**src/rtl/jedro_1_core.sv**
```systemverilog
// Minimal non-pipelined RV32I core (OP, OP-IMM, LUI, AUIPC) with a 3-state fetch/wait/exec sequence.
// The register file is a separate module so it can be reached as regfile_inst.regfile.

module jedro_1_regfile #(
  parameter int unsigned DATA_WIDTH = 32
) (
  input  logic                  clk_i,
  input  logic                  rst_i,
  input  logic                  we_i,
  input  logic [4:0]            waddr_i,
  input  logic [DATA_WIDTH-1:0] wdata_i,
  input  logic [4:0]            raddr1_i,
  input  logic [4:0]            raddr2_i,
  output logic [DATA_WIDTH-1:0] rdata1_o,
  output logic [DATA_WIDTH-1:0] rdata2_o
);
  logic [DATA_WIDTH-1:0] regfile [0:31];

  always_ff @(posedge clk_i or posedge rst_i) begin
    if (rst_i) begin
      for (int i = 0; i < 32; i++) regfile[i] <= '0;
    end else if (we_i && (waddr_i != 5'd0)) begin
      regfile[waddr_i] <= wdata_i;
    end
  end

  assign rdata1_o = (raddr1_i == 5'd0) ? '0 : regfile[raddr1_i];
  assign rdata2_o = (raddr2_i == 5'd0) ? '0 : regfile[raddr2_i];
endmodule

module jedro_1_core #(
  parameter int unsigned DATA_WIDTH = 32,
  parameter int unsigned ADDR_WIDTH = 32
) (
  input  logic                  clk_i,
  input  logic                  rst_i,
  output logic [ADDR_WIDTH-1:0] instr_addr_o,
  input  logic [DATA_WIDTH-1:0] instr_rdata_i,
  output logic [ADDR_WIDTH-1:0] data_addr_o,
  output logic [DATA_WIDTH-1:0] data_wdata_o,
  output logic [3:0]            data_we_o,
  input  logic [DATA_WIDTH-1:0] data_rdata_i
);
  localparam logic [6:0] OPC_OP    = 7'b0110011;
  localparam logic [6:0] OPC_OPIMM = 7'b0010011;
  localparam logic [6:0] OPC_LUI   = 7'b0110111;
  localparam logic [6:0] OPC_AUIPC = 7'b0010111;
  localparam logic [6:0] F7_ALT    = 7'b0100000;

  typedef enum logic [1:0] {FETCH, WAIT, EXEC} state_e;

  state_e                state_q;
  logic [ADDR_WIDTH-1:0] pc_q, pc_d;
  logic [DATA_WIDTH-1:0] ir_q;

  logic [6:0]            opcode, funct7;
  logic [2:0]            funct3;
  logic [4:0]            rd, rs1, rs2, shamt;
  logic [DATA_WIDTH-1:0] imm_i, imm_u, op_a, op_b, rs1_data, rs2_data, alu_res, rd_wdata;
  logic                  is_op, alt, legal, rd_we;
  logic                  unused_data_rdata;

  assign pc_d = pc_q + ADDR_WIDTH'(4);

  // Sequencer: the ROM needs one cycle to register the address, one to return the word.
  always_ff @(posedge clk_i or posedge rst_i) begin
    if (rst_i) begin
      state_q <= FETCH;
      pc_q    <= '0;
      ir_q    <= '0;
    end else begin
      case (state_q)
        FETCH:   state_q <= WAIT;
        WAIT: begin
          ir_q    <= instr_rdata_i;
          state_q <= EXEC;
        end
        EXEC: begin
          pc_q    <= pc_d;
          state_q <= FETCH;
        end
        default: state_q <= FETCH;
      endcase
    end
  end

  assign opcode = ir_q[6:0];
  assign rd     = ir_q[11:7];
  assign funct3 = ir_q[14:12];
  assign rs1    = ir_q[19:15];
  assign rs2    = ir_q[24:20];
  assign funct7 = ir_q[31:25];
  assign imm_i  = {{(DATA_WIDTH-12){ir_q[31]}}, ir_q[31:20]};
  assign imm_u  = {ir_q[31:12], 12'b0};

  jedro_1_regfile #(.DATA_WIDTH(DATA_WIDTH)) regfile_inst (
    .clk_i    (clk_i),
    .rst_i    (rst_i),
    .we_i     (rd_we),
    .waddr_i  (rd),
    .wdata_i  (rd_wdata),
    .raddr1_i (rs1),
    .raddr2_i (rs2),
    .rdata1_o (rs1_data),
    .rdata2_o (rs2_data)
  );

  assign is_op = (opcode == OPC_OP);
  assign alt   = (funct7 == F7_ALT);
  assign op_a  = rs1_data;
  assign op_b  = is_op ? rs2_data : imm_i;
  assign shamt = op_b[4:0];

  // Shared ALU for OP and OP-IMM; funct7 only selects SUB (OP) and arithmetic right shift.
  always_comb begin
    alu_res = '0;
    case (funct3)
      3'b000:  alu_res = (is_op && alt) ? op_a - op_b : op_a + op_b;
      3'b001:  alu_res = op_a << shamt;
      3'b010:  alu_res = DATA_WIDTH'($signed(op_a) < $signed(op_b));
      3'b011:  alu_res = DATA_WIDTH'(op_a < op_b);
      3'b100:  alu_res = op_a ^ op_b;
      3'b101:  alu_res = alt ? DATA_WIDTH'($signed(op_a) >>> shamt) : op_a >> shamt;
      3'b110:  alu_res = op_a | op_b;
      default: alu_res = op_a & op_b;
    endcase
  end

  // Decode legality and writeback value; anything unrecognised retires as a NOP.
  always_comb begin
    legal    = 1'b0;
    rd_wdata = '0;
    case (opcode)
      OPC_OP: begin
        legal    = (funct7 == 7'b0) || (alt && ((funct3 == 3'b000) || (funct3 == 3'b101)));
        rd_wdata = alu_res;
      end
      OPC_OPIMM: begin
        if (funct3 == 3'b001)      legal = (funct7 == 7'b0);
        else if (funct3 == 3'b101) legal = (funct7 == 7'b0) || alt;
        else                       legal = 1'b1;
        rd_wdata = alu_res;
      end
      OPC_LUI: begin
        legal    = 1'b1;
        rd_wdata = imm_u;
      end
      OPC_AUIPC: begin
        legal    = 1'b1;
        rd_wdata = DATA_WIDTH'(pc_q) + imm_u;
      end
      default: ;
    endcase
  end

  assign rd_we = (state_q == EXEC) && legal;

  assign instr_addr_o      = pc_q;
  assign data_addr_o       = '0;
  assign data_wdata_o      = '0;
  assign data_we_o         = '0;
  assign unused_data_rdata = ^data_rdata_i;
endmodule

```
**config.mk**
```make
export PLATFORM = sky130hd
export DESIGN_NAME = jedro_1_core
export DESIGN_NICKNAME = d
export VERILOG_FILES = /design/src/rtl/jedro_1_core.sv
export SDC_FILE = /design/constraint.sdc
export NUM_CORES = 1
export LEC_CHECK = 0
export ABC_AREA = 1
export BUFFER_PORTS_ARGS = -buffer_cell sky130_fd_sc_hd__buf_2
export CAP_MARGIN = 20
export CORE_MARGIN = 2
export CORE_UTILIZATION = 45
export CTS_CLUSTER_SIZE = 10
export DETAILED_ROUTE_END_ITERATION = 16
export PLACE_DENSITY_LB_ADDON = 0.05
export SETUP_SLACK_MARGIN = 0.1
export SLEW_MARGIN = 20
export SYNTH_ARGS = -nofsm -noshare
export SYNTH_HDL_FRONTEND = slang
export SYNTH_SLANG_ARGS = --single-unit
```
**constraint.sdc**
```tcl
create_clock -name clk_i -period 3.9 [get_ports clk_i]
set_input_delay 0.78 -clock clk_i [delete_from_list [all_inputs] [get_ports clk_i]]
set_output_delay 0.78 -clock clk_i [all_outputs]
set_load 0.05 [all_outputs]
```
# Yosys cells after proc, flatten, opt, wreduce, memory -nomap -nowiden
# Index checks and enable logic that the tools add are counted.
dict set report classes {
  addsub 1
  n_mul 0
  n_div 0
  order_cmp 0
  n_eq_ne 2
  shift 0
  n_mux 1
  bitwise 0
  reduce_logical 1
}
# operator n
set op_table {}
lappend op_table {{$add A32 B3 Y32 const B} 1}
lappend op_table {{$pmux W2 S2} 1}
lappend op_table {{$eq A2 B1 Y1 const B} 1}
lappend op_table {{$eq A2 B2 Y1 const B} 1}
lappend op_table {{$logic_not A2 Y1} 1}
dict set report word_totals {
  ff_bits 34
  latch_bits 0
  ram_bits 0
  romBits 0
  input_bits 66
  out_inout_bits 100
  elab_cells 7
  memories 0
}

# Depth between registers and ports, before layout
# Gate-level depths: netlist of the first run.
dict set report logic_depth {
  word_depth 2
  depth_mapped 9
  mapped_depth_nobuf 9
}

# Worst setup path before layout of the first run
# Ideal clock, no wire load.
dict set report synth_path {
  path_kind {register -> register}
  start {register pc_q[2] (netlist: instr_addr_o[2])}
  end {register pc_q[16] (netlist: instr_addr_o[16])}
  setup_ps 114
  arrival_ps 1668
  required_time_ps 3786
  slack_ps 2118
  stages_incl_launch_ff 9
  path_buffers 0
  period_less_slack_ps 1782
  path_cell_list {dfrtp_1 > ha_1 > nand3_1 > nor2_4 > nand2_4 > nor2_8 > nand3_1 > nand2_1 > inv_1}
}
dict set report synth_via {
  elab_chain_len 1
}
# element line
set synth_lines {}
lappend synth_lines {{start: declaration} 53} ;# logic [ADDR_WIDTH-1:0] pc_q, pc_d;
lappend synth_lines {{start signal: assignment} 79} ;# pc_q <= pc_d;
lappend synth_lines {{$add A32 B3 Y32} 63} ;# assign pc_d = pc_q + ADDR_WIDTH'(4);
# No other way between the ends.
# A chain may end at the register's enable or synchronous reset.

# Worst setup path after layout of the first run
dict set report layout_path {
  start {register pc_q[2] (netlist: instr_addr_o[2])}
  end {output instr_addr_o[2]}
}
# element line
set layout_rtl {}
lappend layout_rtl {{end: declaration} 37} ;# output logic [ADDR_WIDTH-1:0] instr_addr_o,
# No word-level cell between the ends.

==> impl_metrics.toml, run 1 <==
[outcome]
status = "finished, final reports clean"

[power_and_ir_drop]
clkPwrFrac = 0.322
p_per_area_nw_per_um2 = 300
swShare = 0.376
switchingPower_w = 0.000270
pwr-share-seq = 0.463
vdd_drop_max_uv = 154
p_leak_nw = 1.40
p_comb_frac = 0.215
p_int_w = 0.000448

[clocking]
cts_resized = 0
postCtsSetupBuffers = 0
clock-root-buffer = "clkbuf_8"
cts_buffer_depth = 2
hold_buffers = 0
cts_tree = "built"
numCtsBuffers = 5
cts_max_level = 2
clk_latency_ns = 0.28
clk_pin_slew_worst_paths_ns = 0.06
cts.sinks = 32

[global_route]
grt_start_max_net_pins = 33
grt_pass1_wl_mm = 7.09
grt_usage = 0.154
grt_pass1_vias = 1506
overflow = 0
antenna_found_initial = 0

[setup_path]
critPathKind = "register to output pin"
r2r_slack_ns = 2.25
critPathArrivalTime_ns = 1.08
r2r_cells = 8
cp_num_buf_inv = 1
startpoint = "instr_addr_o[2]"
crit_family = "flip-flops"
worst_setup_path_start_kind = "register"
crit_chain = "buf_2"
path_max_fanout = 7
critPathRequiredTime_ns = 3.12
slowest_delay_ns = 0.48
endpoint_kind = "output pin"
r2r_start = "instr_addr_o[2]"
rr_endpoint = "instr_addr_o[22]"
crit_slowest_cell = "dfrtp_1"

[timing]
post-route-period-util = 0.476
timing.final.ws_setup_ns = 2.04
whs_ns = 0.419
period_minus_slack_ns = 1.86
hold_viol_final = 0
setup_violations = 0
fin_setup_tns_ns = 0
fmax_mhz = 539
rsz0062_at_grt = "no"
final_max_slew_viol_count = 0
final.setup_skew_ns = 0.00538

[synth]
synthArstFlopShare = 1.00
ys_ff_latch = 32
ys_types = 20
synth_cells = 306
synth_edf_count = 0
ys_seq_area_frac = 0.342
netlist_area_um2 = 2340
synth-main-ff-cell = "dfrtp_1"
syn_area_per_cell_um2 = 7.65
yosysWarnings = 0

[run]
drv_cap = 0

[finish]
n_antenna_cell = 0
fin_nets = 411
layout-drive-gt1-share = 0.155
area_delta_synth_final_pct = 2.24
fin_cells = 412

[drt]
drt_iter0_markers = 78
vias = 1687
dr.pass1.iters = 4
drc = 0
routed_wl_mm = 4.25
via_per_inst = 4.09
wl_per_cell_um = 10.3
drtAntennaViolNets = 0

[floorplanning]
die_w_um = 76.1
rows = 26
die_area_um2 = 5800
io_pins = 166
die_height_um = 76.1
start_util = 0.461
core_area_um2 = 5070

[placement]
place_inst = 407
dp_hpwl_mm = 3.38
pre_cts_ws_ns = 2.24
routabilityCongestion = 0.778
io_buffers = 31

[hold_path]
hold_depth = 1
holdPathEnd = "state_q[0]"
min-delay-start = "state_q[0]"
hold_path.class = "register to register"
worst max-delay path by stage:
stage | endpoint | depth (start not counted)
3_5_place_dp | instr_addr_o[22] | 8
5_1_grt | instr_addr_o[2] | 1
3_3_place_gp | instr_addr_o[22] | 8
4_1_cts | instr_addr_o[2] | 1
6_report | instr_addr_o[2] | 1
2_1_floorplan | instr_addr_o[16] | 8
power groups by stage:
stage               registers, W  clock network, W  logic (W)
floorplan               0.000338                 0   0.000206
global placement        0.000338                 0   0.000154
detailed placement      0.000338                 0   0.000154
CTS                     0.000332          0.000239   0.000154
global route            0.000332          0.000252   0.000159
finish                  0.000332          0.000231   0.000154
registers in the layout, indices dropped and copies added (netlist names):
name / cells
instr_addr_o: 30
state_q: 2
routing by layer:
layer  GRT usage  vias up  share of wire
met5           0        -              0
met4      0.0655        0          0.017
met3      0.0296        7          0.058
met2       0.244       65           0.46
met1       0.207      756           0.47
li1            -      859              -
per-stage QoR:
stage / total power [W] / utilization / area [um^2]
3_3_place_gp: 0.000492 / 0.458 / 2320
5_1_grt: 0.000743 / 0.472 / 2390
4_1_cts: 0.000725 / 0.472 / 2390
6_report: 0.000718 / 0.472 / 2390
3_5_place_dp: 0.000492 / 0.458 / 2320
2_1_floorplan: 0.000544 / - / 2600
layout make-up:
type                            count  area [um^2]
Clock buffer                        5         68.8
Fill cell                         557         2680
Inverter                           31          116
Multi-Input combinational cell    242         1160
Sequential cell                    32          801
Tap cell                           70         87.6
Timing Repair Buffer               32          163
placed cells by master (no fill, tap or decap), types with 2 or more instances in the layout:
cell type and n:
nand4_1 5, conb_1 70, nand3_1 13, inv_1 31, nand2_2 3, nor2_1 35
nand3b_1 9, buf_2 31, nand2_4 3, clkbuf_8 5, xnor2_1 7, xor2_1 6
nor2_4 5, dfrtp_1 32, nand2_1 79, nor2_2 2
cell usage after synthesis, types with 2 or more instances:
library cell | number | area [um^2]
nor2_1 | 35 | 131
inv_1 | 31 | 116
nor2_2 | 2 | 12.5
xnor2_1 | 7 | 61.3
buf_4 | 70 | 526
nor2_4 | 5 | 56.3
nand3b_1 | 9 | 67.6
dfrtp_1 | 32 | 801
nand3_1 | 13 | 65.1
nand2_1 | 79 | 297
nand2_4 | 3 | 33.8
nand4_1 | 5 | 31.3
xor2_1 | 6 | 52.6
nand2_2 | 3 | 18.8
logic make-up (layout without fill, tap and decap cells):
family,count (synthesis),in the layout,synth area share
flip-flops,32,32,0.342
AO/OA/AOI/OAI,1,1,0.00321
buffers and inverters,101,68,0.274
XOR/XNOR,13,13,0.0486
other,1,70,0.00160
AND/OR/NAND/NOR,157,157,0.325
adder cells (fa/ha/maj),1,1,0.00534
(Power assumes the default switching activity.)
==> run 2: changes to the inputs <==
CORE_UTILIZATION = 38   (was 45)
clock period = 1.5 ns   (was 3.9 ns; I/O delays follow)
==> impl_metrics.toml, run 2 (synthesized netlist as in run 1, its figures left out) <==
[drt]
wl_per_cell_um = 11.3
vias = 1764
routed_wl_mm = 4.86
dr.pass1.iters = 4
via_per_inst = 4.08
drt_iter0_markers = 126
drtAntennaViolNets = 0
drc = 0

[clocking]
cts_buffer_depth = 2
cts.sinks = 32
numCtsBuffers = 5
clk_pin_slew_worst_paths_ns = 0.07
cts_tree = "built"
clock-root-buffer = "clkbuf_8"
cts_max_level = 2
clk_latency_ns = 0.28

[finish]
mostFrequentLayoutCells = "73 x nand2_1, 70 x conb_1, 30 x buf_2, 28 x nor2_1, 28 x inv_1"
fin_nets = 423
n_antenna_cell = 0
layout-drive-gt1-share = 0.308
largest_reg_flops = 30
area_delta_synth_final_pct = 13.0
final_common_cell = "nand2_1"
fin_cells = 432
final_util = 0.447

[global_route]
antenna_found_initial = 0
grt_pass1_vias = 1489
overflow = 0
grt_pass1_wl_mm = 7.25
grt_start_max_net_pins = 33
grt_usage = 0.146

[hold_path]
hold_path.class = "primary input to asynchronous set/reset pin"

[placement]
io_buffers = 31
place_inst = 415
pre_cts_ws_ns = 0.0555
dp_hpwl_mm = 3.58
routabilityCongestion = 0.782

[outcome]
status = "finished, final reports clean"

[setup_path]
crit_chain = "ha_4, nand3_4, nor2_4, nand2_4, nor2_8, nand2_2, nand2_2, nand2_1"
critPathArrivalTime_ns = 1.55
crit_slowest_cell = "dfrtp_2"
slowest_delay_ns = 0.43
critPathKind = "register to register"
cpMostUsedCell = "nand2_2"
worst_setup_path_start_kind = "register"
r2r_slack_ns = 0.13
critPathRequiredTime_ns = 1.68
endpoint_kind = "register"
path_max_fanout = 5

[floorplanning]
die_w_um = 82.5
die_area_um2 = 6800
io_pins = 166
start_util = 0.395
core_area_um2 = 5920
rows = 28
die_height_um = 82.5

[timing]
period_minus_slack_ns = 1.37
whs_ns = 0.0956
post-route-period-util = 0.912
setup_violations = 0
fmax_mhz = 731
rsz0062_at_grt = "yes"
timing.final.ws_setup_ns = 0.133
hold_viol_final = 0
final.setup_skew_ns = 0.00686
final_max_slew_viol_count = 0

[power_and_ir_drop]
p_leak_nw = 1.43
p_per_area_nw_per_um2 = 761
vdd_drop_max_uv = 307

[run]
drv_cap = 0
-- run 2: cell types whose count changed in the layout (fill, tap and decap cells not counted), sizes merged --
cell,before,now
buf,32,43
clkbuf,5,8
nor2,43,44
-- run 2: area by class of cell --
type / instances / area (um^2)
inverter: 31 / 116
tap: 75 / 93.8
sequential: 32 / 827
multi-input combinational: 243 / 1260
fill: 634 / 3280
timing repair buffer: 43 / 251
clock buffer: 8 / 100
-- run 2: worst paths after layout --
check	depth (start not counted)	start	end
setup / recovery	8	instr_addr_o[2]	instr_addr_o[20]
hold / removal	3	rst_i	instr_addr_o[10]
setup reg to reg	8	instr_addr_o[2]	instr_addr_o[20]
hold reg to reg	1	instr_addr_o[11]	instr_addr_o[11]
max in group asynchronous	3	rst_i	instr_addr_o[22]
min in group clk_i	1	instr_addr_o[11]	instr_addr_o[11]
-- run 2: routing by layer --
layer | GRT usage | share of wire
met2 | 0.225 | 0.47
met4 | 0.0639 | 0.023
met5 | 0 | 0
met3 | 0.0261 | 0.059
met1 | 0.199 | 0.45
-- run 2: power by group --
| part | internal, W | total, W | switching, W |
|---|---|---|---|
| sequential | 0.000862 | 0.000862 | 0 |
| combinational | 0.00000283 | 0.000402 | 0.000399 |
| clock | 0.000419 | 0.000749 | 0.000330 |
-- run 2: repair_timing --
action	4_1_cts	5_1_grt
gates cloned	0	1
setup endpoints to repair	6	19
hold buffers	0	0
setup buffers	1	7
pin swaps	2	13
resized for setup	2	18
-- run 2: through the flow --
stage / cell area, um^2 / total power, W / TNS [ns]
final: 2650 / 0.00201 / 0
after global routing: 2650 / 0.00210 / 0
after CTS: 2530 / 0.00204 / 0
after detailed placement: 2410 / 0.00128 / 0
after global placement: 2410 / 0.00128 / 0
after floorplan: 2660 / 0.00141 / -0.125
-- run 2: critical path: cells and delay by family (launching register included) --
kind          cells  cell delay, ns
simple gates      7            0.67
flops             1            0.43
fa+ha+maj         1            0.16
